==> src/rtl/memi_multifetch_pkg.sv <==
// Shared definitions for the multi-fetch instruction memory.
// Contains the init FSM state type, the RV32I encodings used to build the
// boot words, and init_val(), which gives the word written to each address
// while the array is being cleared.
// Build option: define MEMI_PRELOAD_EN to seed addresses 0..2 with a boot program.
package memi_multifetch_pkg;

  typedef enum logic {
    ST_INIT  = 1'b0,
    ST_READY = 1'b1
  } init_state_t;

  localparam logic [6:0] OP_JALR     = 7'b1100111;
  localparam logic [6:0] OP_IMM      = 7'b0010011;
  localparam logic [2:0] FUNCT3_JALR = 3'b000;
  localparam logic [2:0] FUNCT3_ADDI = 3'b000;
  localparam logic [4:0] REG_X0      = 5'd0;
  localparam logic [4:0] REG_RA      = 5'd1;

  // JALR x0, 0(x1)  -> 32'h0000_8067
  localparam logic [31:0] BOOT_JALR_RA = {12'd0, REG_RA, FUNCT3_JALR, REG_X0, OP_JALR};
  // ADDI x0, x0, 0  -> 32'h0000_0013
  localparam logic [31:0] BOOT_NOP     = {12'd0, REG_X0, FUNCT3_ADDI, REG_X0, OP_IMM};

`ifdef MEMI_PRELOAD_EN
  localparam bit PRELOAD_EN = 1'b1;
`else
  localparam bit PRELOAD_EN = 1'b0;
`endif

  // Word written to address idx during the clear sweep.
  function automatic logic [31:0] init_val(input logic [31:0] idx);
    logic [31:0] w;
    w = 32'd0;
    if (PRELOAD_EN) begin
      case (idx)
        32'd0:        w = BOOT_JALR_RA;
        32'd1, 32'd2: w = BOOT_NOP;
        default:      w = 32'd0;
      endcase
    end
    return w;
  endfunction

endpackage

==> src/rtl/memi_init_ctrl.sv <==
// Init sequencer: sweeps clr_cnt over every word after reset, then parks in READY.
// Latency: DEPTH cycles from rst release to init_done (registered).
// Backpressure: none; the sweep always advances one word per cycle.
// Ports: clk, rst (sync, active-high); init_we/init_addr drive the array
// write port during the sweep; init_done is high once the sweep has finished.
module memi_init_ctrl
  import memi_multifetch_pkg::*;
#(
  parameter int DEPTH  = 16,
  parameter int ADDR_W = $clog2(DEPTH)
) (
  input  logic              clk,
  input  logic              rst,
  output logic              init_we,
  output logic [ADDR_W-1:0] init_addr,
  output logic              init_done
);

  init_state_t       state;
  logic [ADDR_W-1:0] clr_cnt;

  always_ff @(posedge clk) begin
    if (rst) begin
      state     <= ST_INIT;
      clr_cnt   <= '0;
      init_done <= 1'b0;
    end else begin
      case (state)
        ST_INIT: begin
          clr_cnt <= clr_cnt + 1'b1;
          if (clr_cnt == ADDR_W'(DEPTH - 1)) begin
            state     <= ST_READY;
            init_done <= 1'b1;
          end
        end
        default: begin
          state <= ST_READY;
        end
      endcase
    end
  end

  // Suppressed while rst is high so the array is left alone on the reset
  // cycle even when reset lands in the middle of a sweep.
  assign init_we   = (state == ST_INIT) && !rst;
  assign init_addr = clr_cnt;

endmodule

==> src/rtl/memi_multifetch.sv <==
// Instruction memory returning FETCH_W consecutive words per accepted request.
// Latency: 1 cycle from request accept to resp_valid (registered read).
// Backpressure: req_ready drops while a response is held with resp_ready low.
// Ports: clk, rst (sync, active-high); init_done; req_valid/req_ready/req_addr;
// resp_valid/resp_ready/resp_addr/resp_data (lane k at [k*INST_LEN +: INST_LEN]);
// wr_en/wr_addr/wr_data program-load port (ignored until init_done).
// Build option: MEMI_PRELOAD_EN seeds a boot program during init.
module memi_multifetch
  import memi_multifetch_pkg::*;
#(
  parameter int INST_LEN = 32,
  parameter int DEPTH    = 16,
  parameter int ADDR_W   = $clog2(DEPTH),
  parameter int FETCH_W  = 2
) (
  input  logic                        clk,
  input  logic                        rst,
  output logic                        init_done,
  input  logic                        req_valid,
  output logic                        req_ready,
  input  logic [ADDR_W-1:0]           req_addr,
  output logic                        resp_valid,
  input  logic                        resp_ready,
  output logic [ADDR_W-1:0]           resp_addr,
  output logic [FETCH_W*INST_LEN-1:0] resp_data,
  input  logic                        wr_en,
  input  logic [ADDR_W-1:0]           wr_addr,
  input  logic [INST_LEN-1:0]         wr_data
);

  logic [INST_LEN-1:0]         mem [DEPTH];
  logic                        init_we;
  logic [ADDR_W-1:0]           init_addr;
  logic [FETCH_W*INST_LEN-1:0] rd_lanes;
  logic                        req_fire;

  memi_init_ctrl #(
    .DEPTH  (DEPTH),
    .ADDR_W (ADDR_W)
  ) u_init_ctrl (
    .clk       (clk),
    .rst       (rst),
    .init_we   (init_we),
    .init_addr (init_addr),
    .init_done (init_done)
  );

  // Init sweep owns the write port; loader writes only land once READY.
  always_ff @(posedge clk) begin
    if (init_we) begin
      mem[init_addr] <= INST_LEN'(init_val(32'(init_addr)));
    end else if (wr_en && init_done && !rst) begin
      mem[wr_addr] <= wr_data;
    end
  end

  // Lane addresses wrap naturally through ADDR_W truncation. Reads sample the
  // array before this edge's write, so a same-cycle write returns the old word.
  for (genvar k = 0; k < FETCH_W; k++) begin : g_lane
    assign rd_lanes[k*INST_LEN +: INST_LEN] = mem[ADDR_W'(req_addr + ADDR_W'(k))];
  end

  assign req_ready = init_done && !rst && (!resp_valid || resp_ready);
  assign req_fire  = req_valid && req_ready;

  always_ff @(posedge clk) begin
    if (rst) begin
      resp_valid <= 1'b0;
      resp_addr  <= '0;
      resp_data  <= '0;
    end else if (req_fire) begin
      resp_valid <= 1'b1;
      resp_addr  <= req_addr;
      resp_data  <= rd_lanes;
    end else if (resp_ready) begin
      // Drained with nothing new: data/addr keep their last value.
      resp_valid <= 1'b0;
    end
  end

endmodule
==> config.mk <==
export PLATFORM = sky130hd
export DESIGN_NAME = memi_multifetch
export DESIGN_NICKNAME = d
export VERILOG_FILES = /design/src/rtl/memi_multifetch_pkg.sv /design/src/rtl/memi_init_ctrl.sv /design/src/rtl/memi_multifetch.sv
export SDC_FILE = /design/constraint.sdc
export NUM_CORES = 1
export LEC_CHECK = 0
export BUFFER_PORTS_ARGS = -buffer_cell sky130_fd_sc_hd__buf_4
export CAP_MARGIN = 20
export CORE_MARGIN = 5
export CORE_UTILIZATION = 40
export DETAILED_ROUTE_END_ITERATION = 10
export PLACE_DENSITY = 0.65
export SYNTH_ARGS = -nofsm -noshare
export SYNTH_HDL_FRONTEND = slang
export SYNTH_SLANG_ARGS = --single-unit
==> constraint.sdc <==
create_clock -name clk -period 5.8 [get_ports clk]
set_input_delay 0.58 -clock clk [delete_from_list [all_inputs] [get_ports clk]]
set_output_delay 0.58 -clock clk [all_outputs]
set_load 0.05 [all_outputs]
==> results.toml, run 1 <==
[logic_synthesis]
synth_cell_type_count = 39
synth-seq-cells = 587
netlist_area_um2 = 26300
synth_ff_type = "edfxtp_1"
post-synth-top-count-cell = "edfxtp_1"
syn_inst = 1351
yosysSeqAreaShare = 0.641
yosysTopAreaCell = "edfxtp_1"
syn_nets = 1398
synth_edf_count = 512
synth.top_cell.area_share = 0.584
avgSynthCellArea_um2 = 19.5
yosys_warnings = 0
netlist_top_cells_area = "edfxtp_1 (58%), mux4_2 (22%), dfxtp_1 (5.7%)"
synthArstFlopShare = 0
synthTopCellsByCount = "edfxtp_1 (512), mux4_2 (254), mux2i_1 (133)"

[cts]
postCtsSetupBuffers = 0
numCtsBuffers = 58
cts_tree = "built"
clk_latency_ns = 0.62
clk_pin_slew_ns = 0.06
cts_resized = 0
cts_root_buffer = "clkbuf_16"
clock_path_buffers = 3
numClockSinks = 587
hold_buffers = 0
htreeDepth = 2

[cells_and_area]
drive_gt1_frac = 0.346
finish.instance_area_um2 = 30000
fillers = 5436
diodes = 0
final_util = 0.458
finalNonFillerCells = 2368
final_nets = 1501
syn_to_final_growth_pct = 14.1

[routing]
vias = 14000
wirelength_mm = 65.4
dr.pass1.iters = 5
drc = 0
drt_iter0_drc = 1215
wl_per_cell_um = 27.6
ant_nets = 0
viasPerCell = 5.91

[floorplan]
fp.dieW_um = 267
core_um2 = 65500
initial_core_util = 0.402
num_rows = 94
dieArea_um2 = 71000
ios = 116
die_h_um = 267

[pwr]
p_switching_mw = 1.94
p_total_mw = 8.94
pwr-share-comb = 0.071
power.internal_mw = 7.00
total_leakage_power_nw = 9.45
ir_worst_vdd_uv = 237
clkPwrFrac = 0.413
p_per_area_nw_per_um2 = 298
seqPwrFrac = 0.516
p_sw_frac = 0.217

[critical_path]
reg2reg_from = "u_init_ctrl.init_done"
crit_required_ns = 6.11
cp_top_family = "simple AND/OR/NAND/NOR gates"
worstSetupPathType = "reg2reg"
cpPeakStageDelay_ns = 0.79
crit_chain = "and4b_2 > buf_4 > nor2_1 > a31oi_1 > nor2_4 > buf_4"
critPathSlowestCell = "a31oi_1"
cp-end-kind = "register"
reg2reg_to = "mem[15][0]"
cp.arrival_ns = 3.80
r2r_slack_ns = 2.31
reg2regPathDepth = 6
crit_fanout = 26
start_kind = "register"
cp_num_buf_inv = 2
path_common_cell = "buf_4"

[placed_design]
dp_hpwl_mm = 38.5
place_inst = 2258
gp_congestion = 0.771
placed_area_um2 = 28200
buffer_ports.inserted = 115
pre_cts_slack_ns = 2.02

[sta]
finalCritPeriodShare = 0.602
slew_headroom = 0.288
rsz0062_at_grt = "no"
tns_ns = 0
whs_ns = 0.271
post-route-worst-setup-slack_ns = 2.31
setup_viol = 0
period_minus_slack_ns = 3.49
slew_violations = 0
max_freq_ghz = 0.287
worst_pin_slew_ns = 1.07
hold_viol_final = 0
fin_skew_ns = 0.0270

[global_routing]
grt_pass1_vias = 14900
track_usage = 0.182
antenna_found_initial = 1
grt-ovfl-total = 0
grt_pass1_wl_mm = 97.3
grt_max_degree = 96

[run]
maxCapViolCount = 0

[hold_path]
worst_hold_path_type = "in2reg"
hold_path.startpoint = "rst"
hold_path_depth = 2
holdPathEnd = "resp_addr[1]"

[run_status]
run_status = "finished, final reports clean"
metal layers:
layer / wire length [µm] / share of wire / GRT usage / up-vias
li1: - / - / - / 5934
met4: 1500 / 0.023 / 0.0449 / 0
met3: 4050 / 0.062 / 0.0327 / 90
met5: 0 / 0 / 0 / -
met1: 27000 / 0.41 / 0.251 / 7494
met2: 32800 / 0.50 / 0.306 / 468
power groups by stage:
| stage | Clock (mW) | Sequential (mW) | Combinational [mW] |
|---|---|---|---|
| final | 3.69 | 4.61 | 0.635 |
| after detailed placement | 0 | 4.70 | 0.644 |
| after global placement | 0 | 4.70 | 0.638 |
| after global routing | 3.92 | 4.62 | 0.677 |
| after CTS | 3.75 | 4.61 | 0.646 |
| after floorplan | 0 | 4.69 | 0.483 |
state kept, by name (all words and copies together), names as in the netlist:
name and count:
mem 512, resp_data 64, resp_addr 4, u_init_ctrl.init_addr 4
resp_valid 1, u_init_ctrl.init_done 1, u_init_ctrl.state 1
area by class of cell:
| cell class | count | area (µm²) | area share |
|---|---|---|---|
| clock buffers | 87 | 1700 | 0.0567 |
| clock inverters | 23 | 166 | 0.00554 |
| inverters | 3 | 11.3 | 0.000375 |
| multi-input cells | 656 | 9010 | 0.300 |
| flip-flops and latches | 587 | 16900 | 0.562 |
| well taps | 864 | 1080 | 0.0360 |
| repair buffers | 148 | 1180 | 0.0392 |
worst max path at each step:
stage,startpoint,end,cells after the start
floorplan,u_init_ctrl.init_done,mem[0][0],5
CTS,u_init_ctrl.state,mem[15][1],6
global route,u_init_ctrl.state,mem[1][25],6
finish,u_init_ctrl.init_done,mem[15][0],6
detailed placement,rst,mem[15][0],7
global placement,req_addr[1],resp_data[55],7
cell families (layout without fill, tap and decap cells):
family / after synthesis / after routing / share of synthesized area
and+or+nand+nor: 149 / 149 / 0.0297
buffers and inverters: 108 / 261 / 0.0241
muxes: 390 / 390 / 0.269
DFF: 587 / 587 / 0.641
xor gates and xnor gates: 6 / 6 / 0.00299
adders and majority gates: 2 / 2 / 0.000950
AOI/OAI and AO/OA: 109 / 109 / 0.0321
cell usage in the layout, fill, tap and decap left out, types with 3 or more instances in the layout:
cell type  instances
edfxtp_1         512
mux4_2           254
buf_4            141
mux2i_1          133
dfxtp_1           75
nor3_1            65
clkbuf_16         61
and2_1            33
a211o_1           32
o2bb2a_1          31
o21ai_0           31
clkbuf_1          18
nor2_4            16
clkinv_2          16
nor2_1             9
clkbuf_8           9
nand2_1            7
a21oi_1            5
a31oi_1            4
nand2b_1           4
buf_12             4
inv_1              3
mux2_2             3
nor2b_1            3
clkinv_1           3
(Power assumes the default switching activity.)
==> inputs of run 2 (changes only) <==
Settings changed: PLACE_DENSITY 0.65 to 0.67.
Clock period 5.8 ns to 3.15 ns, I/O delays scaled along.
==> results.toml, run 2 (synthesis gave the netlist of run 1 again) <==
[run_status]
run_status = "finished, final reports clean"

[cts]
htreeDepth = 2
cts_root_buffer = "clkbuf_16"
cts_tree = "built"
numCtsBuffers = 57
numClockSinks = 587
clk_latency_ns = 0.63
clk_pin_slew_ns = 0.06
clock_path_buffers = 3
postCtsSetupBuffers = 0
cts_resized = 0

[hold_path]
hold_path_depth = 2
worst_hold_path_type = "in2reg"

[routing]
ant_nets = 0
drc = 0
drt_iter0_drc = 1125
dr.pass1.iters = 5
viasPerCell = 5.90
wirelength_mm = 65.0
wl_per_cell_um = 27.3
vias = 14000

[cells_and_area]
reg.largest.list = "mem (512), resp_data (64)"
regMostFlops = "mem"
final_util = 0.465
layout_commonest_cell = "edfxtp_1"
diodes = 0
syn_to_final_growth_pct = 15.6
final_nets = 1518
largest_reg_flops = 512
drive_gt1_frac = 0.350
final_cell_mix = "edfxtp_1 (512), mux4_2 (254), buf_4 (135)"

[sta]
slew_headroom = 0.336
post-route-worst-setup-slack_ns = 0.571
max_freq_ghz = 0.388
worst_pin_slew_ns = 0.991
setup_viol = 0
fin_skew_ns = 0.0222
hold_viol_final = 0
finalCritPeriodShare = 0.819
rsz0062_at_grt = "no"
period_minus_slack_ns = 2.58
slew_violations = 0

[placed_design]
dp_hpwl_mm = 38.1
gp_congestion = 0.770
pre_cts_slack_ns = 0.510
buffer_ports.inserted = 115

[critical_path]
crit_fanout = 16
worstSetupPathType = "reg2reg"
reg2regPathDepth = 5
start_kind = "register"
crit_required_ns = 3.52
cp.arrival_ns = 2.95
cp-end-kind = "register"

[global_routing]
grt_pass1_wl_mm = 97.3
track_usage = 0.182
antenna_found_initial = 0
grt-ovfl-total = 0
grt_max_degree = 130
grt_pass1_vias = 14900

[floorplan]
initial_core_util = 0.402
fp.dieW_um = 267
core_um2 = 65500
num_rows = 94
dieArea_um2 = 71000
die_h_um = 267
ios = 116

[pwr]
p_per_area_nw_per_um2 = 542
ir_worst_vdd_uv = 412
total_leakage_power_nw = 9.61

[run]
maxCapViolCount = 0
-- run 2: stage by stage --
stage               hold slack [ns]  instances  TNS (ns)  total power [mW]  instance area [µm²]
floorplan                     0.493       1351    -81.81              9.53                26300
global placement              0.458       2275         0              9.88                28600
finish                        0.301       2383         0              16.5                30400
global route                  0.298       2383         0              17.0                30400
CTS                           0.272       2383         0              16.6                30400
detailed placement            0.456       2275         0              9.90                28600
-- run 2: metal layers --
| metal | part of all wire | up-vias | GRT usage |
|---|---|---|---|
| li1 | - | 5964 | - |
| met1 | 0.41 | 7460 | 0.251 |
| met2 | 0.50 | 528 | 0.305 |
| met3 | 0.060 | 96 | 0.0304 |
| met5 | 0 | - | 0 |
| met4 | 0.026 | 0 | 0.0473 |
-- run 2: what timing repair did --
item | in CTS | in global routing
setup endpoints to repair | 0 | 0
hold buffers | 1 | 0
endpoints found under the hold margin | 10 | 0
-- run 2: cell type report --
class                           instances  area (µm²)
Timing Repair Buffer                  166        1600
Inverter                                3        11.3
Fill cell                            5441       35100
Sequential cell                       587       16900
Clock inverter                         20         223
Multi-Input combinational cell        656        9010
Clock buffer                           87        1640
Tap cell                              864        1080
-- run 2: worst max-delay path, cell delays in order, from the launching register on --
cell     delay [ns]
dfxtp_1        0.53
and4b_2        0.48
nor3b_1        0.09
a31oi_1        0.72
nor2_4         0.26
buf_12         0.25
-- run 2: path summary, 6_finish.rpt --
kind                               from             to  slack [ns]
setup / recovery  u_init_ctrl.init_done     mem[2][26]        0.57
hold / removal              wr_data[24]    mem[14][24]        0.30
setup reg to reg  u_init_ctrl.init_done     mem[2][26]        0.57
hold reg to reg           resp_data[59]  resp_data[59]        0.47
-- run 2: power breakdown --
group / switching (mW) / internal, mW / leakage (nW)
combinational: 0.622 / 0.599 / 3.99
sequential: 0.0477 / 8.45 / 4.71
clock: 2.87 / 3.91 / 0.916
